### src/rtl/edge_meas_pkg.sv
// Shared types and default parameters for the edge period meter.
package edge_meas_pkg;

  typedef enum logic [1:0] {
    IDLE    = 2'd0,
    MEASURE = 2'd1,
    LOST    = 2'd2
  } state_t;

  localparam int NOMINAL_PERIOD = 12500;  // 8 kHz at 100 MHz
  localparam int DEF_CNT_W      = 24;
  localparam int DEF_TIMEOUT    = 25000;
  localparam int DEF_AVG_LOG2   = 3;

endpackage

### src/rtl/edge_period_meter_if.sv
// Control and result bundle between the edge period meter and its consumer.
interface edge_period_meter_if
  import edge_meas_pkg::*;
#(
  parameter int CNT_W = DEF_CNT_W
);

  logic             enable;
  logic             edge_in;
  logic [CNT_W-1:0] period;
  logic             period_vld;
  logic [CNT_W-1:0] avg_period;
  logic             avg_vld;
  logic             timeout;

  modport master (
    output enable, edge_in,
    input  period, period_vld, avg_period, avg_vld, timeout
  );

  modport slave (
    input  enable, edge_in,
    output period, period_vld, avg_period, avg_vld, timeout
  );

endinterface

### src/rtl/period_avg.sv
// Non-sliding block average of 2^AVG_LOG2 periods; avg_vld is registered so it
// lines up with the registered period strobe in the parent.
module period_avg
  import edge_meas_pkg::*;
#(
  parameter int CNT_W    = DEF_CNT_W,
  parameter int AVG_LOG2 = DEF_AVG_LOG2
) (
  input  logic             sys_clk,
  input  logic             sys_rst,
  input  logic [CNT_W-1:0] period,
  input  logic             period_vld,
  input  logic             clear,
  output logic [CNT_W-1:0] avg_period,
  output logic             avg_vld
);

  localparam int ACC_W = CNT_W + AVG_LOG2;

  logic [ACC_W-1:0]    r_acc;
  logic [AVG_LOG2-1:0] r_cnt;
  logic [CNT_W-1:0]    r_avg;
  logic                r_avg_vld;
  logic [ACC_W-1:0]    w_sum;
  logic                w_last;

  assign w_sum  = r_acc + ACC_W'(period);
  assign w_last = (r_cnt == {AVG_LOG2{1'b1}});

  always_ff @(posedge sys_clk or negedge sys_rst) begin
    if (!sys_rst) begin
      r_acc     <= '0;
      r_cnt     <= '0;
      r_avg     <= '0;
      r_avg_vld <= 1'b0;
    end else begin
      r_avg_vld <= 1'b0;
      if (clear) begin
        r_acc <= '0;
        r_cnt <= '0;
      end else if (period_vld) begin
        if (w_last) begin
          r_avg     <= w_sum[ACC_W-1:AVG_LOG2];
          r_avg_vld <= 1'b1;
          r_acc     <= '0;
          r_cnt     <= '0;
        end else begin
          r_acc <= w_sum;
          r_cnt <= r_cnt + AVG_LOG2'(1);
        end
      end
    end
  end

  assign avg_period = r_avg;
  assign avg_vld    = r_avg_vld;

endmodule

### src/rtl/edge_period_meter.sv
// Measures sys_clk cycles between edge pulses, averages them and flags loss of signal.
//   state   | meaning
//   IDLE    | waiting for the first edge after reset or enable
//   MEASURE | counting cycles between edges
//   LOST    | timeout declared, next edge re-arms
module edge_period_meter
  import edge_meas_pkg::*;
#(
  parameter int CNT_W    = DEF_CNT_W,
  parameter int TIMEOUT  = DEF_TIMEOUT,
  parameter int AVG_LOG2 = DEF_AVG_LOG2
) (
  input  logic               sys_clk,
  input  logic               sys_rst,
  edge_period_meter_if.slave bus
);

  state_t           r_state;
  state_t           w_next_state;
  logic [CNT_W-1:0] r_cnt;
  logic [CNT_W-1:0] r_period;
  logic             r_period_vld;
  logic             r_timeout;
  logic             w_edge;
  logic             w_tc;
  logic             w_load;
  logic             w_lose;
  logic [CNT_W-1:0] w_period_next;

  // An edge only counts while enabled, so an edge in the cycle enable falls is dropped.
  assign w_edge        = bus.enable & bus.edge_in;
  assign w_tc          = (r_cnt == CNT_W'(TIMEOUT - 1));
  assign w_period_next = r_cnt + CNT_W'(1);

  always_ff @(posedge sys_clk or negedge sys_rst) begin
    if (!sys_rst) r_state <= IDLE;
    else          r_state <= w_next_state;
  end

  always_comb begin
    w_next_state = r_state;
    if (!bus.enable) begin
      w_next_state = IDLE;
    end else begin
      case (r_state)
        IDLE:    if (w_edge) w_next_state = MEASURE;
        MEASURE: if (!w_edge && w_tc) w_next_state = LOST;
        LOST:    if (w_edge) w_next_state = MEASURE;
        default: w_next_state = IDLE;
      endcase
    end
  end

  // Edge wins over the terminal count when both land in the same cycle.
  always_comb begin
    w_load = 1'b0;
    w_lose = 1'b0;
    if (r_state == MEASURE) begin
      w_load = w_edge;
      w_lose = bus.enable & ~w_edge & w_tc;
    end
  end

  always_ff @(posedge sys_clk or negedge sys_rst) begin
    if (!sys_rst) begin
      r_cnt        <= '0;
      r_period     <= '0;
      r_period_vld <= 1'b0;
      r_timeout    <= 1'b0;
    end else if (!bus.enable) begin
      r_cnt        <= '0;
      r_period_vld <= 1'b0;
      r_timeout    <= 1'b0;
    end else begin
      r_period_vld <= w_load;
      if (w_load) r_period <= w_period_next;
      if (w_lose)      r_timeout <= 1'b1;
      else if (w_load) r_timeout <= 1'b0;
      if (w_edge || w_lose || r_state != MEASURE) r_cnt <= '0;
      else                                        r_cnt <= w_period_next;
    end
  end

  period_avg #(
    .CNT_W   (CNT_W),
    .AVG_LOG2(AVG_LOG2)
  ) u_avg (
    .sys_clk   (sys_clk),
    .sys_rst   (sys_rst),
    .period    (w_period_next),
    .period_vld(w_load),
    .clear     (w_lose | ~bus.enable),
    .avg_period(bus.avg_period),
    .avg_vld   (bus.avg_vld)
  );

  assign bus.period     = r_period;
  assign bus.period_vld = r_period_vld;
  assign bus.timeout    = r_timeout;

endmodule

### src/flat_wrapper.sv
// flat-port wrapper written by rule: the top's interface ports become plain ports
module edge_period_meter_flat import edge_meas_pkg::*;
#(
  parameter int CNT_W    = DEF_CNT_W,
  parameter int TIMEOUT  = DEF_TIMEOUT,
  parameter int AVG_LOG2 = DEF_AVG_LOG2
)
  (sys_clk, sys_rst, bus_enable, bus_edge_in, bus_period, bus_period_vld, bus_avg_period, bus_avg_vld, bus_timeout);
  edge_period_meter_if #(.CNT_W(CNT_W)) bus_i ();
  input  logic sys_clk;
  input  logic sys_rst;
  input wire logic [$bits(bus_i.enable)-1:0] bus_enable;
  input wire logic [$bits(bus_i.edge_in)-1:0] bus_edge_in;
  output wire logic [$bits(bus_i.period)-1:0] bus_period;
  output wire logic [$bits(bus_i.period_vld)-1:0] bus_period_vld;
  output wire logic [$bits(bus_i.avg_period)-1:0] bus_avg_period;
  output wire logic [$bits(bus_i.avg_vld)-1:0] bus_avg_vld;
  output wire logic [$bits(bus_i.timeout)-1:0] bus_timeout;
  assign bus_i.enable = bus_enable;
  assign bus_i.edge_in = bus_edge_in;
  assign bus_period = bus_i.period;
  assign bus_period_vld = bus_i.period_vld;
  assign bus_avg_period = bus_i.avg_period;
  assign bus_avg_vld = bus_i.avg_vld;
  assign bus_timeout = bus_i.timeout;
  edge_period_meter #(.CNT_W(CNT_W), .TIMEOUT(TIMEOUT), .AVG_LOG2(AVG_LOG2)) u_core (.sys_clk(sys_clk), .sys_rst(sys_rst), .bus(bus_i));
endmodule
### config.mk
export PLATFORM = sky130hd
export DESIGN_NAME = edge_period_meter_flat
export DESIGN_NICKNAME = d
export VERILOG_FILES = /design/src/rtl/edge_meas_pkg.sv /design/src/rtl/edge_period_meter_if.sv /design/src/rtl/period_avg.sv /design/src/rtl/edge_period_meter.sv /design/src/flat_wrapper.sv
export SDC_FILE = /design/constraint.sdc
export NUM_CORES = 1
export LEC_CHECK = 0
export CORE_ASPECT_RATIO = 1.5
export CORE_MARGIN = 4
export CORE_UTILIZATION = 45
export DETAILED_ROUTE_END_ITERATION = 6
export GPL_TIMING_DRIVEN = 0
export PLACE_DENSITY = 0.65
export SYNTH_ARGS = -nofsm -noshare
export SYNTH_HDL_FRONTEND = slang
export SYNTH_SLANG_ARGS = --single-unit
### constraint.sdc
create_clock -name sys_clk -period 9.35 [get_ports sys_clk]
set_input_delay 1.87 -clock sys_clk [delete_from_list [all_inputs] [get_ports sys_clk]]
set_output_delay 1.87 -clock sys_clk [all_outputs]
set_load 0.03 [all_outputs]
==> impl_metrics.ini, run 1 <==
[finish]
nNetsFinal = 700
diodes = 0
drive_gt1_frac = 0.0688
final_common_cell = dfrtp_1
area_delta_synth_final_pct = 19.1
final_cell_mix = 107 x dfrtp_1, 90 x nand2_1, 53 x clkdlybuf4s50_1

[clock_tree]
clk_latency_ns = 0.35
cts-buffers-inserted = 9
post_cts.repair.setup_buffers = 0
cts_tree = built
cts_resized = 0
clk_pin_slew_ns = 0.08
clk_path_buf_depth = 2
clock_sinks = 107
h-tree-depth = 3
cts_root_buf = clkbuf_16
ctsHoldBuffers = 0

[synthesis]
dominantRegCellSynth = dfrtp_1
avgSynthCellArea_um2 = 9.52
synth_area_leaders = dfrtp_1 47%, ha_1 6.8%, nand2_1 5.9%
syn-cell-area_um2 = 5690
async_flop_share = 1.00
ys_ff_latch = 107
post_synth_num_cell_types = 58
synth_top_area_frac = 0.470
yosys_warnings = 0
yosysTopAreaCell = dfrtp_1
synth_cells = 598
ys_seq_area_frac = 0.470
syn_nets = 634
synth_edf_count = 0

[pwr]
ir_drop_uv = 89.2
leakagePower_nw = 3.22
total_power_mw = 0.918
power_density_nw_per_um2 = 135

[sta]
fin_tns_setup_ns = 0
final-setup-viol-count = 0
finalMaxSlewViolations = 0
timing.slew.headroom = 0.536
worst_pin_slew_ns = 0.679
skew_ns = 0.0102
final_hold_viol_count = 0
max_clock_freq_mhz = 246
period_share = 0.435
period_minus_slack_ns = 4.07
rsz0062_at_grt = no

[run]
max_cap_violations = 0

[die]
rows = 50
die_area_um2 = 14500
coreArea_um2 = 12400
io-pin-count = 55
die_x_um = 99.8
fp.dieH_um = 146
initial_utilization = 0.457

[global_routing]
grt_util_all_layers = 0.201
grt.overflow.total = 0
grt_max_degree = 73
antenna_found_initial = 0
first_global_vias = 4774
grt_pass1_wl_mm = 23.4

[detailed_routing]
drc = 0
drtAntennaViolNets = 0
totalWireLength_mm = 14.0
drt_iter0_markers = 154
drt_pass1_iterations = 5
viasPerCell = 5.53
wl_per_cell_um = 17.0
vias = 4563

[worst_setup_path]
crit_path_top_delay_cell = a2111oi_0
r2r_setup_slack_ns = 5.28
end_kind = flip-flop
cp_max_fo = 7
critPathKind = reg -> reg
cp_cell_sequence = ha_1 -> nand2_1 -> nor2_1 -> nand2_1 -> nor2_1 -> nand2_1 -> xor2_1 -> inv_1 -> ha_1 -> clkbuf_1 -> nand4_1 -> a2111oi_0 -> o41ai_2 -> a21oi_1 -> o22ai_1
max_stage_delay_ns = 0.65
startpoint_type = flip-flop
critical_path_arrival_ns = 4.28
worstPathRequired_ns = 9.57
path_buf_inv = 2
r2r_cells = 15
path_common_cell = nand2_1
crit_cells = 15
crit_family = compound AO/OA/AOI/OAI gates

[placement]
place.gp.congestion = 0.891
hpwl_mm = 10.8
port_buffers = 54

[hold_path]
whs_path_depth = 2
hp-class = reg -> reg

[run_status]
status = completed
-- final timing paths --
| check | to | from |
|---|---|---|
| setup / recovery | u_core.u_avg.r_acc[25] | u_core.r_cnt[0] |
| hold / removal | u_core.bus.period[9] | u_core.bus.period[9] |
| setup reg to reg | u_core.u_avg.r_acc[25] | u_core.r_cnt[0] |
| hold reg to reg | u_core.bus.period[9] | u_core.bus.period[9] |
| max in group asynchronous | u_core.u_avg.avg_period[21] | sys_rst |
| min in group asynchronous | u_core.bus.period[20] | sys_rst |
-- synth_stat cells, drive strengths merged (7+ instances only) --
master and count:
nand3 19, nor3 8, mux2 10, xor2 17
dfrtp 107, clkbuf 18, nand2 90, a21o 10
nor2b 7, a22o 20, xnor2 24, inv 37
o21ai 39, nand4 10, nor2 49, ha 31
a21oi 33
-- kinds of logic (layout without fill, tap and decap cells) --
kind of cell / Yosys count / after routing / share of synthesized area
AOI/OAI and AO/OA: 139 / 139 / 0.165
xor gates and xnor gates: 41 / 41 / 0.0631
adders and majority gates: 32 / 32 / 0.0717
buffers and inverters: 58 / 129 / 0.0389
DFF: 107 / 107 / 0.470
muxes: 10 / 10 / 0.0198
and+or+nand+nor: 211 / 211 / 0.171
-- flip-flops by register name (all words and copies together), names as in the netlist --
register,count
u_core.bus.period_vld,1
u_core.u_avg.r_cnt,3
u_core.u_avg.avg_vld,1
u_core.bus.timeout,1
u_core.r_state,2
u_core.u_avg.avg_period,24
u_core.u_avg.r_acc,27
u_core.r_cnt,24
u_core.bus.period,24
-- per-layer routing --
metal	wire length, um	GRT usage
met5	0	0
met4	494	0.0984
met3	387	0.0221
met2	7190	0.345
met1	5920	0.247
-- worst min-delay path, delay by kind of cell, from the launching register on --
kind	cells	cell delay (ns)
AO/OA/AOI/OAI	1	0.06
AND/OR/NAND/NOR	1	0.05
flip-flops	1	0.34
-- metrics by stage --
| stage | instance area, um2 | setup slack [ns] | instances | utilization | hold WS [ns] |
|---|---|---|---|---|---|
| finish | 6780 | 5.28 | 825 | 0.545 | 0.477 |
| global route | 6780 | 4.92 | 825 | 0.545 | 0.500 |
| CTS | 6780 | 5.24 | 825 | 0.545 | 0.485 |
| detailed placement | 6450 | 5.23 | 809 | 0.518 | 0.462 |
| global placement | 6430 | 2.45 | 808 | 0.516 | 0.464 |
| floorplan | 5690 | 6.05 | 598 | - | 0.454 |
-- power breakdown --
group	switching, mW	internal (mW)
Combinational	0.0282	0.0100
Sequential	0.00195	0.466
Clock	0.175	0.237
Total	0.205	0.713
-- cell type report --
class | count | area, um2
clock buffer | 9 | 225
tap | 156 | 195
fill | 1157 | 5670
buffer | 21 | 82.6
inverter | 37 | 139
clock inverter | 7 | 101
timing repair buffer | 55 | 566
sequential | 107 | 2680
multi-input combinational | 433 | 2790
Power figures use the tool's default switching activity.
==> run 2: changes to the inputs <==
--- a/config.mk
+++ b/config.mk
@@ -10,7 +10,7 @@
 export CORE_UTILIZATION = 45
 export DETAILED_ROUTE_END_ITERATION = 6
 export GPL_TIMING_DRIVEN = 0
-export PLACE_DENSITY = 0.65
+export PLACE_DENSITY = 0.68
 export SYNTH_ARGS = -nofsm -noshare
 export SYNTH_HDL_FRONTEND = slang
 export SYNTH_SLANG_ARGS = --single-unit
==> constraint.sdc (replaced) <==
create_clock -name sys_clk -period 3.5 [get_ports sys_clk]
set_input_delay 0.7 -clock sys_clk [delete_from_list [all_inputs] [get_ports sys_clk]]
set_output_delay 0.7 -clock sys_clk [all_outputs]
set_load 0.03 [all_outputs]
==> run 2 against run 1 <==
Compared with the run above: clock skew down 0.00069 ns; register-to-register slack worse by 5.2 ns; critical endpoint is now u_core.u_avg.r_acc[24]; hold slack worse by 0.082 ns; setup slack worse by 5.2 ns; sequential share of layout area down 2.0 points; highest routed layer unchanged; first-iteration DRC count up 52%; power up 150%; largest power group unchanged; critical path depth down 1; clock-buffer cell count up 3; combinational power rose to 2.7 times the previous value; via count up 2.1%.
==> impl_metrics.ini, run 2 (synthesis results as in run 1) <==
[die]
io-pin-count = 55
rows = 50
initial_utilization = 0.457
fp.dieH_um = 146
coreArea_um2 = 12400
die_x_um = 99.8
die_area_um2 = 14500

[detailed_routing]
drt_iter0_markers = 234
drc = 0
drtAntennaViolNets = 0
totalWireLength_mm = 14.5
drt_pass1_iterations = 4
viasPerCell = 5.58
wl_per_cell_um = 17.4
vias = 4659

[worst_setup_path]
startpoint_type = flip-flop
r2r_setup_slack_ns = 0.05
worstPathRequired_ns = 3.73
critPathKind = reg -> reg
end_kind = flip-flop
critical_path_arrival_ns = 3.68
r2r_end = u_core.u_avg.r_acc[24]
r2r_start = u_core.r_cnt[10]
r2r_cells = 14
cp_max_fo = 6

[pwr]
power_density_nw_per_um2 = 316
ir_drop_uv = 234
leakagePower_nw = 3.27

[sta]
timing.slew.headroom = 0.547
skew_ns = 0.00953
final-setup-viol-count = 0
holdWs_ns = 0.395
final_hold_viol_count = 0
finalMaxSlewViolations = 0
worst_pin_slew_ns = 0.680
max_clock_freq_mhz = 290
period_minus_slack_ns = 3.45
period_share = 0.986

[finish]
final_common_cell = dfrtp_1
final_cell_mix = 104 x dfrtp_1, 87 x nand2_1, 53 x clkdlybuf4s50_1
top_register = u_core.u_avg.r_acc
nNetsFinal = 712
fill_cells = 1085
drive_gt1_frac = 0.165
multi_input_area_um2 = 3130
seqCellArea_um2 = 2680
design_area_um2 = 7140
area_delta_synth_final_pct = 25.5
diodes = 0
largest_reg_flops = 27

[clock_tree]
clk_latency_ns = 0.35
clk_pin_slew_ns = 0.07
cts_tree = built
cts_root_buf = clkbuf_16
clk_path_buf_depth = 2
h-tree-depth = 3
clock_sinks = 107
ctsHoldBuffers = 0
cts-buffers-inserted = 9

[global_routing]
grt_max_degree = 58
grt_util_all_layers = 0.201
met2_usage = 0.347
first_global_vias = 4694
top_usage_layer = met2
grt.overflow.total = 0
grtUsageMet3 = 0.0273
met1_usage = 0.247
grt_pass1_wl_mm = 23.5
antenna_found_initial = 0

[placement]
port_buffers = 54
place.gp.congestion = 0.919
dpl_cell_area_um2 = 6450
hpwl_mm = 10.6

[run]
max_cap_violations = 0

[hold_path]
hp-class = in -> async

[run_status]
status = completed
-- run 2: stage by stage --
stage	setup TNS [ns]	total power [mW]	utilization	cells	setup WS, ns
final	0	2.26	0.574	835	0.0487
after global routing	-0.241	2.34	0.574	835	-0.0950
after CTS	-0.00900	2.28	0.550	827	-0.00696
after detailed placement	-5.00	1.38	0.518	809	-0.524
after global placement	-239.85	1.37	0.516	808	-2.22
after floorplan	0	1.32	-	598	0.197
-- run 2: layout make-up --
cell class,count,area share
clock inverters,2,0.00193
plain buffers,17,0.00946
flip-flops and latches,107,0.375
inverters,37,0.0194
multi-input cells,433,0.437
repair buffers,71,0.0960
clock buffers,12,0.0331
well taps,156,0.0273
-- run 2: timing repair --
item,in CTS,in global routing
hold endpoints to repair,0,0
setup buffers,5,11
pin swaps,6,16
endpoints found under the setup margin,24,24
gates resized for setup,23,45
-- run 2: critical path, stage by stage, from the launching register on --
cell	delay (ns)
dfrtp_1	0.41
and4_4	0.26
and3_4	0.25
nand2_4	0.09
nor2_4	0.11
xnor2_2	0.13
inv_1	0.10
ha_4	0.25
and3_4	0.19
a221o_2	0.43
a211oi_2	0.22
nor2_2	0.10
or4_4	0.51
a31oi_2	0.21
a21oi_1	0.06
-- run 2: report_power, final --
| part | total (mW) | switching [mW] | internal [mW] |
|---|---|---|---|
| combinational | 0.103 | 0.0750 | 0.0280 |
| sequential | 1.25 | 0.00533 | 1.24 |
| clock | 0.909 | 0.431 | 0.477 |
| total | 2.26 | 0.511 | 1.75 |
-- run 2: worst max-delay path by stage --
stage / endpoint / startpoint / cells past startpoint / slack [ns]
4_1_cts: u_core.u_avg.avg_period[21] / u_core.r_cnt[8] / 14 / -0.007
3_5_place_dp: u_core.u_avg.avg_period[22] / u_core.r_cnt[0] / 14 / -0.52
3_3_place_gp: u_core.u_avg.avg_period[2] / sys_rst / 1 / -2.22
6_report: u_core.u_avg.r_acc[24] / u_core.r_cnt[10] / 14 / 0.05
2_1_floorplan: u_core.u_avg.avg_period[21] / u_core.r_cnt[0] / 14 / 0.20
5_1_grt: u_core.u_avg.r_acc[24] / u_core.r_cnt[1] / 14 / -0.1
-- run 2: routing by layer --
metal	share of wire	wire length, um	vias to the layer above
li1	-	-	2237
met1	0.42	6050	2286
met2	0.52	7620	109
met3	0.032	469	27
met4	0.028	400	0
met5	0	0	-
